`src/rtl/mem_exec_unit_pkg.sv`:
```
// Shared micro-op definitions for the memory execution path: access types,
// access sizes, the issued micro-op record and the execute-unit FSM states.
package mem_exec_unit_pkg;

  localparam int XLEN      = 32;
  localparam int ROB_IDX_W = 6;
  localparam int PREG_W    = 7;

  typedef enum logic [1:0] {
    MEM_NONE = 2'd0,
    MEM_LD   = 2'd1,
    MEM_ST   = 2'd2
  } mem_type_t;

  // Encoding follows the RISC-V funct3 of loads/stores.
  typedef enum logic [2:0] {
    MEM_B  = 3'd0,
    MEM_H  = 3'd1,
    MEM_W  = 3'd2,
    MEM_BU = 3'd4,
    MEM_HU = 3'd5
  } mem_size_t;

  typedef struct packed {
    logic                 valid;
    mem_type_t            mem_type;
    mem_size_t            mem_size;
    logic [XLEN-1:0]      imm;
    logic [ROB_IDX_W-1:0] rob_idx;
    logic [PREG_W-1:0]    pdst;
  } micro_op_t;

  typedef enum logic [2:0] {
    IDLE  = 3'd0,
    REQ   = 3'd1,
    WAIT  = 3'd2,
    WB    = 3'd3,
    DRAIN = 3'd4
  } mem_exec_state_t;

  function automatic logic is_mem_op(mem_type_t t);
    return (t == MEM_LD) || (t == MEM_ST);
  endfunction

endpackage

```
`src/rtl/mem_exec_unit_align.sv`:
```
// Byte-lane steering for 32-bit memory accesses: store strobes and data
// replication, load extraction with sign/zero extension, misalignment check.
module mem_align_unit
  import mem_exec_unit_pkg::*;
(
  input  logic [1:0]      addr_lo,
  input  mem_size_t       mem_size,
  input  logic [XLEN-1:0] store_data,
  input  logic [XLEN-1:0] load_word,
  output logic [3:0]      wstrb,
  output logic [XLEN-1:0] wdata,
  output logic [XLEN-1:0] load_data,
  output logic            misaligned
);

  logic [XLEN-1:0] shifted;

  assign shifted = load_word >> {addr_lo, 3'b000};

  always_comb begin
    wstrb      = 4'b1111;
    wdata      = store_data;
    misaligned = 1'b0;
    case (mem_size)
      MEM_B, MEM_BU: begin
        wstrb = 4'b0001 << addr_lo;
        wdata = {(XLEN/8){store_data[7:0]}};
      end
      MEM_H, MEM_HU: begin
        wstrb      = 4'b0011 << addr_lo;
        wdata      = {(XLEN/16){store_data[15:0]}};
        misaligned = addr_lo[0];
      end
      default: misaligned = (addr_lo != 2'b00);
    endcase
  end

  always_comb begin
    load_data = shifted;
    case (mem_size)
      MEM_B:   load_data = {{(XLEN-8){shifted[7]}}, shifted[7:0]};
      MEM_BU:  load_data = {{(XLEN-8){1'b0}}, shifted[7:0]};
      MEM_H:   load_data = {{(XLEN-16){shifted[15]}}, shifted[15:0]};
      MEM_HU:  load_data = {{(XLEN-16){1'b0}}, shifted[15:0]};
      default: load_data = shifted;
    endcase
  end

endmodule

```
`src/rtl/mem_exec_unit.sv`:
```
// Memory execute stage: computes the effective address, runs one request on the
// data-memory port, waits for load data and emits a one-cycle writeback record.
module mem_exec_unit #(
  parameter int XLEN        = mem_exec_unit_pkg::XLEN,
  parameter int MEM_TIMEOUT = 0
) (
  input  logic                                clock,
  input  logic                                reset,
  input  logic                                clear_en,
  input  mem_exec_unit_pkg::micro_op_t        uop_in,
  input  logic [XLEN-1:0]                     rs1_data,
  input  logic [XLEN-1:0]                     rs2_data,
  output logic                                ex_busy,
  output logic                                mem_req_valid,
  input  logic                                mem_req_ready,
  output logic                                mem_req_we,
  output logic [XLEN-1:0]                     mem_req_addr,
  output logic [XLEN-1:0]                     mem_req_wdata,
  output logic [3:0]                          mem_req_wstrb,
  input  logic                                mem_resp_valid,
  input  logic [XLEN-1:0]                     mem_resp_data,
  output logic                                wb_valid,
  output mem_exec_unit_pkg::micro_op_t        wb_uop,
  output logic [XLEN-1:0]                     wb_data,
  output logic                                wb_misaligned,
  output mem_exec_unit_pkg::mem_exec_state_t  state_dbg
);
  import mem_exec_unit_pkg::*;

  // MEM_TIMEOUT is reserved; the unit always waits for the load response.
  if (MEM_TIMEOUT != 0) begin : g_timeout_reserved
  end

  mem_exec_state_t state, state_next;
  micro_op_t       uop_q;
  logic [XLEN-1:0] addr_q, rs2_q, load_q;
  logic            mis_q;

  logic [XLEN-1:0] addr_in;
  logic            accept, in_is_mem, store_q, req_hs;
  logic [1:0]      al_addr;
  mem_size_t       al_size;
  logic [3:0]      al_wstrb;
  logic [XLEN-1:0] al_wdata, al_load;
  logic            al_mis;

  assign addr_in   = rs1_data + uop_in.imm;
  assign accept    = (state == IDLE) && uop_in.valid && !clear_en;
  assign in_is_mem = is_mem_op(uop_in.mem_type);
  assign store_q   = (uop_q.mem_type == MEM_ST);
  assign req_hs    = (state == REQ) && mem_req_ready;

  // One aligner serves both the accept-time misalignment check (IDLE) and the
  // captured access afterwards.
  assign al_addr = (state == IDLE) ? addr_in[1:0] : addr_q[1:0];
  assign al_size = (state == IDLE) ? uop_in.mem_size : uop_q.mem_size;

  mem_align_unit u_align (
    .addr_lo    (al_addr),
    .mem_size   (al_size),
    .store_data (rs2_q),
    .load_word  (mem_resp_data),
    .wstrb      (al_wstrb),
    .wdata      (al_wdata),
    .load_data  (al_load),
    .misaligned (al_mis)
  );

  always_comb begin
    state_next = state;
    case (state)
      IDLE: begin
        if (accept) begin
          if (!in_is_mem || al_mis) state_next = WB;
          else                      state_next = REQ;
        end
      end
      REQ: begin
        if (req_hs) begin
          if (store_q) state_next = clear_en ? IDLE : WB;
          else         state_next = clear_en ? DRAIN : WAIT;
        end else if (clear_en) begin
          state_next = IDLE;
        end
      end
      WAIT: begin
        if (mem_resp_valid) state_next = clear_en ? IDLE : WB;
        else if (clear_en)  state_next = DRAIN;
      end
      WB:    state_next = IDLE;
      DRAIN: if (mem_resp_valid) state_next = IDLE;
      default: state_next = IDLE;
    endcase
  end

  always_ff @(posedge clock) begin
    if (reset) begin
      state  <= IDLE;
      uop_q  <= '0;
      addr_q <= '0;
      rs2_q  <= '0;
      load_q <= '0;
      mis_q  <= 1'b0;
    end else begin
      state <= state_next;
      if (accept) begin
        uop_q  <= uop_in;
        addr_q <= addr_in;
        rs2_q  <= rs2_data;
        load_q <= '0;
        mis_q  <= al_mis && in_is_mem;
      end else if (clear_en && state_next == IDLE) begin
        uop_q  <= '0;
        addr_q <= '0;
        rs2_q  <= '0;
        load_q <= '0;
        mis_q  <= 1'b0;
      end else if (state == WAIT && mem_resp_valid) begin
        load_q <= al_load;
      end
    end
  end

  // Request fields are driven only in REQ and stay constant there because they
  // derive solely from captured registers.
  always_comb begin
    ex_busy       = (state != IDLE);
    mem_req_valid = (state == REQ);
    mem_req_we    = 1'b0;
    mem_req_addr  = '0;
    mem_req_wdata = '0;
    mem_req_wstrb = 4'b0000;
    if (state == REQ) begin
      mem_req_we    = store_q;
      mem_req_addr  = {addr_q[XLEN-1:2], 2'b00};
      mem_req_wdata = store_q ? al_wdata : '0;
      mem_req_wstrb = store_q ? al_wstrb : 4'b0000;
    end
    wb_valid      = (state == WB) && !clear_en;
    wb_uop        = wb_valid ? uop_q : '0;
    wb_data       = wb_valid ? load_q : '0;
    wb_misaligned = wb_valid && mis_q;
    state_dbg     = state;
  end

endmodule

```
`config.mk`:
```
export PLATFORM = sky130hd
export DESIGN_NAME = mem_exec_unit
export DESIGN_NICKNAME = d
export VERILOG_FILES = /design/src/rtl/mem_exec_unit_pkg.sv /design/src/rtl/mem_exec_unit_align.sv /design/src/rtl/mem_exec_unit.sv
export SDC_FILE = /design/constraint.sdc
export NUM_CORES = 1
export LEC_CHECK = 0
export ABC_AREA = 0
export CAP_MARGIN = 20
export CORE_ASPECT_RATIO = 0.9
export CORE_MARGIN = 3
export CORE_UTILIZATION = 49
export CTS_BUF_LIST = sky130_fd_sc_hd__clkbuf_16
export DETAILED_ROUTE_END_ITERATION = 6
export HOLD_SLACK_MARGIN = 0.12
export MAX_ROUTING_LAYER = met4
export PLACE_DENSITY = 0.95
export SYNTH_ARGS = -nofsm -noshare
export SYNTH_HDL_FRONTEND = slang
export SYNTH_SLANG_ARGS = --single-unit
```
`constraint.sdc`:
```
create_clock -name clock -period 11.3 [get_ports clock]
set_clock_uncertainty 0.15 [all_clocks]
set_input_delay 3.39 -clock clock [delete_from_list [all_inputs] [get_ports clock]]
set_output_delay 3.39 -clock clock [all_outputs]
set_load 0.02 [all_outputs]
```
==> flow_summary_export.csv <==
group,metric,value,unit
clocking,htreeDepth,4,
synth,synth_area_leaders,"dfxtp_1, and2_1, a22o_1, nand2_1, a21oi_1",
status,status,"completed",
finish,layout_commonest_cell,"clkdlybuf4s50_1",
finish,fillCellCount,1244,
power_and_ir_drop,power.density,120,mW/mm2
sta,max_freq,0.100,GHz
place,place_area,0.0115,mm2
global_routing,grt.overflow.total,0,
routing,route.detailed.drc,0,
setup_path,critical_path_class,"primary input to output pin",
sta,fin_tns_setup,0,ps
global_routing,grt_pass1_vias,8493,
clocking,clk_pin_slew,60,ps
job,maxCapViolations,0,
synth,ys_async_sr_fraction,0,
setup_path,cpPeakStageDelay,630,ps
setup_path,cp-start-kind,"primary input",
setup_path,cp_max_fo,17,
sta,slew_viol_final,0,
synth,synthesis.instances,1022,
place,dp_cells,1479,
synth,ys_seq_elements,151,
sta,min_period,9950,ps
power_and_ir_drop,total_power,1.45,mW
global_routing,grt_pass1_wl,46100,um
clocking,cts_root_buf,"clkbuf_16",
die,die_area,0.0187,mm2
setup_path,cp_cell_sequence,"clkdlybuf4s50_1 -> ha_1 -> inv_1 -> fa_1 -> a21oi_4 -> nor2_1 -> a21oi_1 -> nor2_1 -> clkdlybuf4s50_1",
synth,synth.distinct_cells,64,
synth,synth_area,0.00839,mm2
sta,setup_viol,0,
place,pre_cts_slack,1420,ps
global_routing,track_usage,0.321,
routing,routed_wirelength,30400,um
clocking,cts_resized,0,
place,place.port_buffers,308,
clocking,clkSinkCount,151,
clocking,clockBufferDepth,2,
setup_path,crit_required,7760,ps
synth,synth_edf_count,0,
die,rows,44,
power_and_ir_drop,ir_drop,107,uV
synth,yosys_warnings,0,
min_path,hp-class,"flop to flop",
setup_path,critPathBufInv,3,
finish,syn_to_final_growth,44.3,%
synth,synth_area_leader_cell,"dfxtp_1",
setup_path,startpoint,"uop_in[13]",
finish,fin_area,0.0121,mm2
sta,rsz0062_at_grt,"false",
finish,fin_cells,1511,
die,die_w,144,um
setup_path,r2r_start,"state_dbg[1]",
routing,vias,9012,
die,start_util,0.510,
clocking,ctsHoldBuffers,0,
sta,hold_viol,0,
synth,synth_top_area_frac,0.360,
sta,worst_slew_pin_slew,1110,ps
finish,final_util,0.735,
routing,routed_via_density,5.96,
finish,diodes,0,
setup_path,crit_family,"buffers and inverters",
finish,final_cell_mix,"clkdlybuf4s50_1, nand2_1, dfxtp_1, and2_1, a22o_1",
routing,drtPass1Iterations,6,
power_and_ir_drop,leakagePower,4.71,nW
setup_path,worstReg2RegEnd,"load_q[17]",
sta,slew_headroom,0.263,
die,die_h,130,um
synth,synth-seq-area-share,0.360,
setup_path,cpMaxStageDelayCell,"clkdlybuf4s50_1",
global_routing,grt_max_degree,101,
finish,fin_nets,1475,
clocking,clock_latency,420,ps
min_path,whs_endpoint,"addr_q[6]",
setup_path,ff2ff_setup_slack,7890,ps
routing,post_drt_wl_per_cell,20.1,um
min_path,whs_path_depth,2,
clocking,cts_buffers,17,
sta,finalCritPeriodShare,0.881,
synth,synth-main-ff-cell,"dfxtp_1",
setup_path,arrival,6410,ps
clocking,cts_tree,"done",
routing,drtIter0Drc,918,
global_routing,antenna_found_initial,0,
die,io_pins,311,
finish,post_route_cells_drive_above_1_share,0.0460,
sta,timing.final.ws_setup,1350,ps
setup_path,ff2ff_path_depth,9,
place,dp_hpwl,22300,um
routing,postRouteAntennaNets,0,
clocking,cts_setup_buffers,0,
die,core_area,0.0165,mm2
synth,syn-mean-instance-area,8.21,um2
setup_path,endpoint_kind,"output pin",
sta,hold_ws,297,ps
place,gp_congestion,0.962,
min_path,hold_start,"addr_q[6]",
==> cell families after synthesis <==
logic type	share of synthesized area
and+or+nand+nor	0.230
AOI/OAI and AO/OA	0.258
DFF	0.360
buffers and inverters	0.0416
adders and majority gates	0.0486
xor gates and xnor gates	0.0271
muxes	0.0331
other	0.000447
==> layout make-up <==
cell class | instances | area [um2] | share of cell area
inverter | 11 | 41.3 | 0.00341
sequential | 151 | 3020 | 0.250
tap | 207 | 259 | 0.0214
clock buffer | 17 | 425 | 0.0352
multi-input combinational | 790 | 5040 | 0.417
clock inverter | 15 | 136 | 0.0113
timing repair buffer | 320 | 3170 | 0.262
==> layer usage <==
metal  part of all wire  vias to the layer above  GRT usage
met2               0.47                      536      0.515
met3              0.097                       74     0.0707
met5                  0                        -          -
li1                   -                     4166          -
met1               0.40                     4236      0.398
met4              0.031                        0      0.117
==> Yosys cell counts (2+ instances only) <==
library cell  instances
a41oi_1               2
nand2b_1              3
o211a_1               2
nand4_1               5
mux2i_1              21
buf_4                 2
xnor2_1               9
a22o_1               88
xor2_1               17
and2_1              124
nor2b_1               5
nand2_1             156
buf_6                 2
and3b_1               2
a211oi_1              3
o21ai_0              72
a32o_1                2
o21bai_1              3
o221a_2               8
a21boi_0              3
a21o_1               11
buf_2                15
a211o_1               2
nor2_1               48
nand3_1              24
dfxtp_1             151
clkbuf_1             51
nor3_2                2
or3_1                 3
inv_1                11
ha_1                 31
mux2_2                4
o21a_1                5
a31oi_1               7
and3_1                3
nand3b_1              3
nor3_1                2
o211ai_1              4
a21oi_1              79
o31ai_1               4
a311oi_1             10
==> worst min-delay path: stages, from the launching register on <==
cell and delay (ps):
dfxtp_1 320, nand2_1 40, o21ai_0 50
==> power by group <==
group	switching, mW	leakage [nW]	internal [mW]
clock network	0.235	0.273	0.322
logic	0.183	3.21	0.138
registers	0.0159	1.23	0.555
==> flip-flops by register name, summed over array words and instances, names as in the netlist <==
register	cells
state_dbg	3
mis_q	1
load_q	32
addr_q	32
uop_q	51
rs2_q	32
==> worst max path at each step <==
stage                                   to  slack, ps  cells after the start
after floorplan           mem_req_wstrb[3]       2650                      7
after global placement    mem_req_wstrb[2]       1470                      9
after detailed placement  mem_req_wstrb[2]       1420                      9
after CTS                 mem_req_wstrb[2]       1350                      9
after global routing      mem_req_wstrb[2]       1150                      9
final                     mem_req_wstrb[2]       1350                      9
No activity file was read; power rests on OpenSTA's default activity.
